**config.mk**
```make
export PLATFORM = sky130hd
export DESIGN_NAME = mips_alu_ctrl_dmem
export DESIGN_NICKNAME = d
export VERILOG_FILES = /design/src/rtl/mips_alu_ctrl_dmem.sv
export SDC_FILE = /design/constraint.sdc
export NUM_CORES = 2
export LEC_CHECK = 0
export ABC_AREA = 1
export ABC_CLOCK_PERIOD_IN_PS = 8600
export CORE_MARGIN = 8
export CORE_UTILIZATION = 55
export DETAILED_ROUTE_END_ITERATION = 16
export PLACE_DENSITY = 0.68
export SLEW_MARGIN = 0
export SYNTH_ARGS = -nofsm -noshare
export SYNTH_HDL_FRONTEND = slang
export SYNTH_SLANG_ARGS = --single-unit
```
**constraint.sdc**
```tcl
create_clock -name clk -period 8.6 [get_ports clk]
set_input_delay 1.29 -clock clk [delete_from_list [all_inputs] [get_ports clk]]
set_output_delay 1.29 -clock clk [all_outputs]
set_load 0.01 [all_outputs]
```
**src/rtl/mips_alu_ctrl_dmem.sv**
```systemverilog
// Decode/execute/memory slice of a single-cycle MIPS32 datapath.
// Control, ALU and read path are combinational; only the 64x32 data memory is clocked.
module mips_alu_ctrl_dmem (
  input  logic        clk,
  input  logic        rst_n,
  input  logic [5:0]  opcode,
  input  logic [5:0]  funct,
  input  logic [31:0] rd1,
  input  logic [31:0] rd2,
  input  logic [31:0] imm_ext,
  output logic        reg_dst,
  output logic        reg_write,
  output logic        branch,
  output logic        pc_src,
  output logic        mem_write,
  output logic [31:0] alu_result,
  output logic        zero,
  output logic [31:0] mem_rdata,
  output logic [31:0] wb_data
);

  localparam int unsigned DEPTH  = 64;
  localparam int unsigned AW     = 6;
  localparam int unsigned DW     = 32;

  localparam logic [5:0] OP_RTYPE = 6'b000000;
  localparam logic [5:0] OP_LW    = 6'b100011;
  localparam logic [5:0] OP_SW    = 6'b101011;
  localparam logic [5:0] OP_BEQ   = 6'b000100;
  localparam logic [5:0] OP_ADDI  = 6'b001000;

  localparam logic [5:0] FN_ADD = 6'b100000;
  localparam logic [5:0] FN_SUB = 6'b100010;
  localparam logic [5:0] FN_AND = 6'b100100;
  localparam logic [5:0] FN_OR  = 6'b100101;
  localparam logic [5:0] FN_SLT = 6'b101010;

  localparam logic [2:0] ALU_AND = 3'b000;
  localparam logic [2:0] ALU_OR  = 3'b001;
  localparam logic [2:0] ALU_ADD = 3'b010;
  localparam logic [2:0] ALU_SUB = 3'b110;
  localparam logic [2:0] ALU_SLT = 3'b111;

  logic          alu_src;
  logic          memtoreg;
  logic [1:0]    aluop;
  logic [2:0]    alu_control;
  logic [DW-1:0] src_b;
  logic [AW-1:0] mem_idx;
  logic [DW-1:0] mem [DEPTH];

  // Main decoder
  always_comb begin
    reg_dst   = 1'b0;
    reg_write = 1'b0;
    alu_src   = 1'b0;
    memtoreg  = 1'b0;
    mem_write = 1'b0;
    branch    = 1'b0;
    aluop     = 2'b00;
    unique case (opcode)
      OP_RTYPE: begin
        reg_dst   = 1'b1;
        reg_write = 1'b1;
        aluop     = 2'b10;
      end
      OP_LW: begin
        reg_write = 1'b1;
        alu_src   = 1'b1;
        memtoreg  = 1'b1;
      end
      OP_SW: begin
        alu_src   = 1'b1;
        mem_write = 1'b1;
      end
      OP_BEQ: begin
        branch = 1'b1;
        aluop  = 2'b01;
      end
      OP_ADDI: begin
        reg_write = 1'b1;
        alu_src   = 1'b1;
      end
      default: ;
    endcase
  end

  // ALU decoder; aluop 11 is never produced and falls back to add
  always_comb begin
    alu_control = ALU_ADD;
    case (aluop)
      2'b01: alu_control = ALU_SUB;
      2'b10: begin
        case (funct)
          FN_SUB:  alu_control = ALU_SUB;
          FN_AND:  alu_control = ALU_AND;
          FN_OR:   alu_control = ALU_OR;
          FN_SLT:  alu_control = ALU_SLT;
          FN_ADD:  alu_control = ALU_ADD;
          default: alu_control = ALU_ADD;
        endcase
      end
      default: alu_control = ALU_ADD;
    endcase
  end

  assign src_b = alu_src ? imm_ext : rd2;

  always_comb begin
    alu_result = '0;
    case (alu_control)
      ALU_AND: alu_result = rd1 & src_b;
      ALU_OR:  alu_result = rd1 | src_b;
      ALU_ADD: alu_result = rd1 + src_b;
      ALU_SUB: alu_result = rd1 - src_b;
      ALU_SLT: alu_result = ($signed(rd1) < $signed(src_b)) ? 32'd1 : 32'd0;
      default: alu_result = '0;
    endcase
  end

  assign zero   = (alu_result == '0);
  assign pc_src = branch & zero;

  // Word index; byte offset and upper address bits are dropped, wrapping at 256 bytes
  assign mem_idx = alu_result[7:2];

  always_ff @(posedge clk or negedge rst_n) begin
    if (!rst_n) begin
      for (int i = 0; i < int'(DEPTH); i++) mem[i] <= '0;
    end else if (mem_write) begin
      mem[mem_idx] <= rd2;
    end
  end

  assign mem_rdata = rst_n ? mem[mem_idx] : '0;
  assign wb_data   = memtoreg ? mem_rdata : alu_result;

endmodule

```
## Word level (Yosys, flattened, before mapping)

Index checks and enable logic that the tools add are counted.

- Logic and storage cells: 113
- Bits of input ports: 110
- Register bits: 2048
- Output and inout bits: 102

- $lt $le $gt $ge: 3
- Bitwise operators: 4
- Add/subtract/negate cells: 2
- Multiplexer cells: 20
- Equal/unequal tests: 14
- Reductions and logical operators: 6

Operators by type and width:

| operator | count |
|---|---|
| 2048-bit bitwise mux | 1 |
| 32-bit binary-select mux with 6-bit select | 1 |
| 32-bit demux with 6-bit select | 1 |
| 32-bit 2-to-1 mux | 6 |
| 32-bit one-hot mux with 5 select lines | 1 |
| 6-bit == test (second input constant) | 6 |
| 32-bit adder | 1 |
| 32-bit AND | 1 |
| 32-bit logical NOT | 1 |
| 32-bit < comparator | 1 |
| 32-bit OR | 1 |
| 32-bit subtractor | 1 |
| 3-bit one-hot mux with 4 select lines | 1 |
| 7-bit greater-or-equal comparator (second input constant) | 1 |
| 7-bit by 1-bit < comparator with 1-bit output (second input constant) | 1 |
| 1-bit 2-to-1 mux | 7 |
| 6-bit inverter with 7-bit output | 1 |
| 3-bit == test (second input constant) | 2 |
| 6-bit by 3-bit == test with 1-bit output (second input constant) | 1 |
| 6-bit by 4-bit == test with 1-bit output (second input constant) | 1 |
| 6-bit logical NOT | 1 |
| 3-bit one-hot mux with 2 select lines | 1 |
| 3-bit OR reduction | 2 |
| 2-bit one-hot mux with 2 select lines | 1 |
| 7 further kinds | 7 |

## Longest topological paths before layout

- Word-level depth: 13
- Gate-level depth with buffers: 32
- Gate-level depth less buffers: 28

## Worst setup path before layout

OpenSTA, ideal clock, no wires.

- Kind: in2out
- Start point: input port opcode[1]
- End point: output port wb_data[23]
- Required time: 7.310 ns
- Cell stages on the path: 25
- Arrival time: 5.433 ns
- Buffers on the path: 3
- Setup slack: 1.877 ns
- Path through: inv_1 -> nor3_1 -> nand2_1 -> o211ai_1 -> clkbuf_1 -> nand2_1 -> o21ai_0 -> ha_1 -> inv_1 -> fa_1 -> nand3_1 -> nand2_1 -> a21oi_2 -> xor2_1 -> nor2_1 -> nor3_4 -> inv_2 -> buf_2 -> nor3_2 -> clkbuf_1 -> nand2_1 -> nand2_1 -> nor2_1 -> nand4_1 -> nand2_1

- Word-level cells in the longest chain between the ends: 12
- Elaborated cells between the ends (all ways): 29
- Classes of those cells: add/sub: 2; eq/ne: 10; mux: 11; bitwise: 3; reduce/logical: 3

Ends and longest elaborated chain:

| what | RTL line | RTL |
|---|---|---|
| from (decl) | 6 | `input logic [5:0] opcode,` |
| 6-bit == test, or another cell as far along | 61 | `unique case (opcode)` |
| 3-bit OR reduction (no source line) / 2-bit one-hot mux with 2 select lines (equally long branches) | n/a |  |
| 1-bit 2-to-1 mux, or another cell as far along | 61 |  |
| 32-bit 2-to-1 mux / 3-bit one-hot mux with 2 select lines (equally long branches) | 107, 91 |  |
| 32-bit subtractor, or another cell as far along | 115 | `ALU_SUB: alu_result = rd1 - src_b;` |
| 32-bit one-hot mux with 5 select lines * | 111 | `case (alu_control)` |
| named net alu_result[6] | 16 | `output logic [31:0] alu_result,` |
| 6-bit inverter with 7-bit output (implied by the code) * | 135 | `assign mem_rdata = rst_n ? mem[mem_idx] : '0;` |
| 32-bit binary-select mux with 6-bit select * | 135 |  |
| 32-bit 2-to-1 mux (implied by the code) * (2 in series) | 135 |  |
| 32-bit 2-to-1 mux * | 135 |  |
| 32-bit 2-to-1 mux * | 136 | `assign wb_data = memtoreg ? mem_rdata : alu_result;` |
| to (decl) | 19 | `output logic [31:0] wb_data` |

The timed path passes the listed nets; every way through them passes the cells marked *. The select of a mux whose other input is x is not followed.

## Final worst setup path

- Start point: input port opcode[4]
- End point: output port wb_data[16]

- Word-level cells in the longest chain between the ends: 12
- Elaborated cells between the ends (all ways): 29
- Classes of those cells: add/sub: 2; eq/ne: 10; mux: 11; bitwise: 3; reduce/logical: 3

Ends and longest elaborated chain:

| what | RTL line |
|---|---|
| 6-bit == test, or another cell as far along | 61 |
| 3-bit OR reduction (no source line) / 2-bit one-hot mux with 2 select lines (equally long branches) | n/a |
| 1-bit 2-to-1 mux, or another cell as far along | 61 |
| 32-bit 2-to-1 mux / 3-bit one-hot mux with 2 select lines (equally long branches) | 107, 91 |
| 32-bit subtractor, or another cell as far along | 115 |
| 32-bit one-hot mux with 5 select lines | 111 |
| 6-bit inverter with 7-bit output (implied by the code) | 135 |
| 32-bit binary-select mux with 6-bit select | 135 |
| 32-bit 2-to-1 mux (implied by the code) (2 in series) | 135 |
| 32-bit 2-to-1 mux | 135 |
| 32-bit 2-to-1 mux * | 136 |

Every way passes the cells marked *; elsewhere a longest branch is shown, timed or not. The select of a mux whose other input is x is not followed.

==> impl_metrics.env <==
export IMPL_ys_warn_count=0
export IMPL_worst_clock_skew_ns=0
export IMPL_drv_slew=0
export IMPL_die_area_um2=198000
export IMPL_track_usage_pct=36.4
export IMPL_stdcell_count=16300
export IMPL_dieHeight_um=445
export IMPL_synth_avg_cell_area_um2=7.37
export IMPL_rows=157
export IMPL_cts_sinks=2048
export IMPL_ys_flop_type="dfrtp_1"
export IMPL_drt_pass1_iterations=9
export IMPL_multi_input_area_um2=43900
export IMPL_grt_start_max_net_pins=182
export IMPL_most_common_layout_cells="nand2_1, o21ai_0, dfrtp_1, nor2_1, inv_1"
export IMPL_htreeDepth=4
export IMPL_arrival_ns=7.14
export IMPL_cts_tree="done"
export IMPL_critPathRequiredTime_ns=7.31
export IMPL_cap_violations=0
export IMPL_setup_viol=0
export IMPL_ios=212
export IMPL_fin_crit_sh_pct=98.0
export IMPL_netlist_area_leader_share_pct=50.6
export IMPL_relSlewSlack_pct=10.3
export IMPL_path_clk_slew_ns=0.06
export IMPL_dp_cells=15800
export IMPL_synth_distinct_cells=49
export IMPL_power_density_nw_per_um2=238
export IMPL_core_area_um2=183000
export IMPL_top_regs="mem (2048)"
export IMPL_tightest_slew_ns=1.34
export IMPL_grt_pass1_wl_um=559000
export IMPL_cts_buffer_depth=3
export IMPL_yosysSeqAreaShare_pct=50.6
export IMPL_synth_top_cell_by_area="dfrtp_1"
export IMPL_vias=94400
export IMPL_syn_num_nets=14000
export IMPL_cts_root_buf="clkbuf_16"
export IMPL_cp_common_cell="nand2_1"
export IMPL_drive_above_1_share_pct=7.67
export IMPL_status="finished, final reports clean"
export IMPL_hp_class="input pin to asynchronous set/reset pin"
export IMPL_clk_latency_ns=0.85
export IMPL_antenna_found_initial=19
export IMPL_syn2layout_area_growth_pct=14.3
export IMPL_max_vdd_ir_drop_v=0.000241
export IMPL_max_freq_mhz=119
export IMPL_grt_overflow=0
export IMPL_dpl_cell_area_um2=108000
export IMPL_cts_buffers=213
export IMPL_first_global_vias=90300
export IMPL_wire_per_inst_um=22.8
export IMPL_regArea_um2=51200
export IMPL_nFillCells=16300
export IMPL_critPathKind="input pin to output pin"
export IMPL_ant_nets=0
export IMPL_cts_hold_buf=0
export IMPL_netlist_area_um2=101000
export IMPL_cp_max_fo=20
export IMPL_largest_reg_flops=2048
export IMPL_synthArstFlopShare_pct=100
export IMPL_detail_route_vias_per_cell=5.80
export IMPL_synth_area_leaders="dfrtp_1, nand2_1, o21ai_0"
export IMPL_slowest_stage="clkdlybuf4s50_1"
export IMPL_synth_edf_count=0
export IMPL_io_buffers=211
export IMPL_final_cell_area_um2=116000
export IMPL_cp_end_kind="output pin"
export IMPL_top_register="mem"
export IMPL_final_common_cell="nand2_1"
export IMPL_drc_errors=0
export IMPL_dp_hpwl_um=229000
export IMPL_synth_cells=13700
export IMPL_wl_um=371000
export IMPL_hold_viol_final=0
export IMPL_place_gp_congestion=0.965
export IMPL_die_w_um=445
export IMPL_crit_path_start_kind="input pin"
export IMPL_initial_utilization_pct=55.3
export IMPL_power_leakage_nw=56.6
export IMPL_ys_seq_elements=2048
export IMPL_min_period_ns=8.43
export IMPL_drt_iter0_markers=11100
export IMPL_final_nets=13800
export IMPL_slowest_delay_ns=0.54
repair_timing:
item / CTS / global route
pin swaps: 1 / 11
buffers inserted: 0 / 15
resized for setup: 4 / 72
cloned: 0 / 7
setup endpoints to repair: 3 / 61
synth_stat cells, types with 2 or more instances:
library cell,n
xor2_1,3
o221ai_1,2
nand3_2,3
ha_1,104
nand2_1,4506
nor3_1,16
o221a_2,2
o21a_1,3
o21ai_0,2888
a221oi_1,2
nor4_2,3
nor3_2,4
nand4_1,109
nand3b_1,2
nor2_2,8
buf_4,2
a21o_1,8
nor2_1,1797
clkbuf_1,994
o21ai_1,129
a21boi_0,6
nand2_2,6
o21bai_1,55
o211ai_1,6
nand3_1,180
a21oi_1,135
nor2_4,2
o2111ai_1,5
inv_1,588
dfrtp_1,2048
o2bb2ai_1,2
nor4_1,5
or2_2,3
and2_1,4
buf_2,56
inv_2,7
a31oi_1,3
buf_1,34
fa_1,2
path summary, 6_finish.rpt:
path | start | to | slack, ns | cells after the start
max | opcode[4] | wb_data[16] | 0.17 | 35
min reg2reg | mem[1846]$_DFFE_PN0P_ | mem[1846]$_DFFE_PN0P_ | 0.48 | 2
max reg2reg | mem[518]$_DFFE_PN0P_ | mem[518]$_DFFE_PN0P_ | 7.84 | 2
min in group clk | mem[1846]$_DFFE_PN0P_ | mem[1846]$_DFFE_PN0P_ | 0.48 | 2
min | rst_n | mem[1724]$_DFFE_PN0P_ | 0.40 | 1
max in group asynchronous | rst_n | mem[224]$_DFFE_PN0P_ | 5.06 | 4
power breakdown:
group / total (mW) / switching (mW) / internal, mW
Combinational: 7.71 / 5.27 / 2.45
Sequential: 9.93 / 0.103 / 9.83
Clock: 9.92 / 4.03 / 5.89
per-layer routing:
metal	vias up	track usage, %	part of all wire, %
met5	-	0	0.020
met4	10	18.8	5.6
met3	823	8.58	10
met2	4543	55.5	44
met1	45500	48.8	40
li1	43600	-	-
metrics by stage:
stage | setup TNS, ns | power [mW] | hold WS [ns] | util (%) | setup WS (ns)
final | 0 | 27.6 | 0.398 | 63.2 | 0.170
after global routing | -0.0104 | 28.7 | 0.442 | 63.2 | -0.00870
after CTS | 0 | 27.4 | 0.400 | 62.9 | 0.00954
after detailed placement | -0.484 | 17.5 | 0.468 | 58.8 | -0.406
after global placement | -0.481 | 17.4 | 0.460 | 58.8 | -0.381
after floorplan | 0 | 14.0 | 0.448 | - | 1.88
worst max-delay path, delay by kind of cell:
family,cells,cell delay [ns]
simple gates,14,1.35
buf+inv,16,3.37
xor+xnor,1,0.17
compound gates,3,0.46
fa+ha+maj,1,0.45
final cells by class:
cell class                 instances  area share, %
timing repair buffer             751           6.60
multi-input combinational      10000           37.9
clock inverter                    77           1.01
antenna                            8         0.0173
clock buffer                     320           5.53
sequential                      2048           44.3
inverter                         596           1.96
tap                             2464           2.66
kinds of logic after synthesis:
logic type / synth area share, %
xor gates and xnor gates: 0.0346
adders and majority gates: 1.32
buffers and inverters: 6.31
and+or+nand+nor: 25.4
DFF: 50.6
AOI/OAI and AO/OA: 16.3
(Power assumes the default switching activity.)
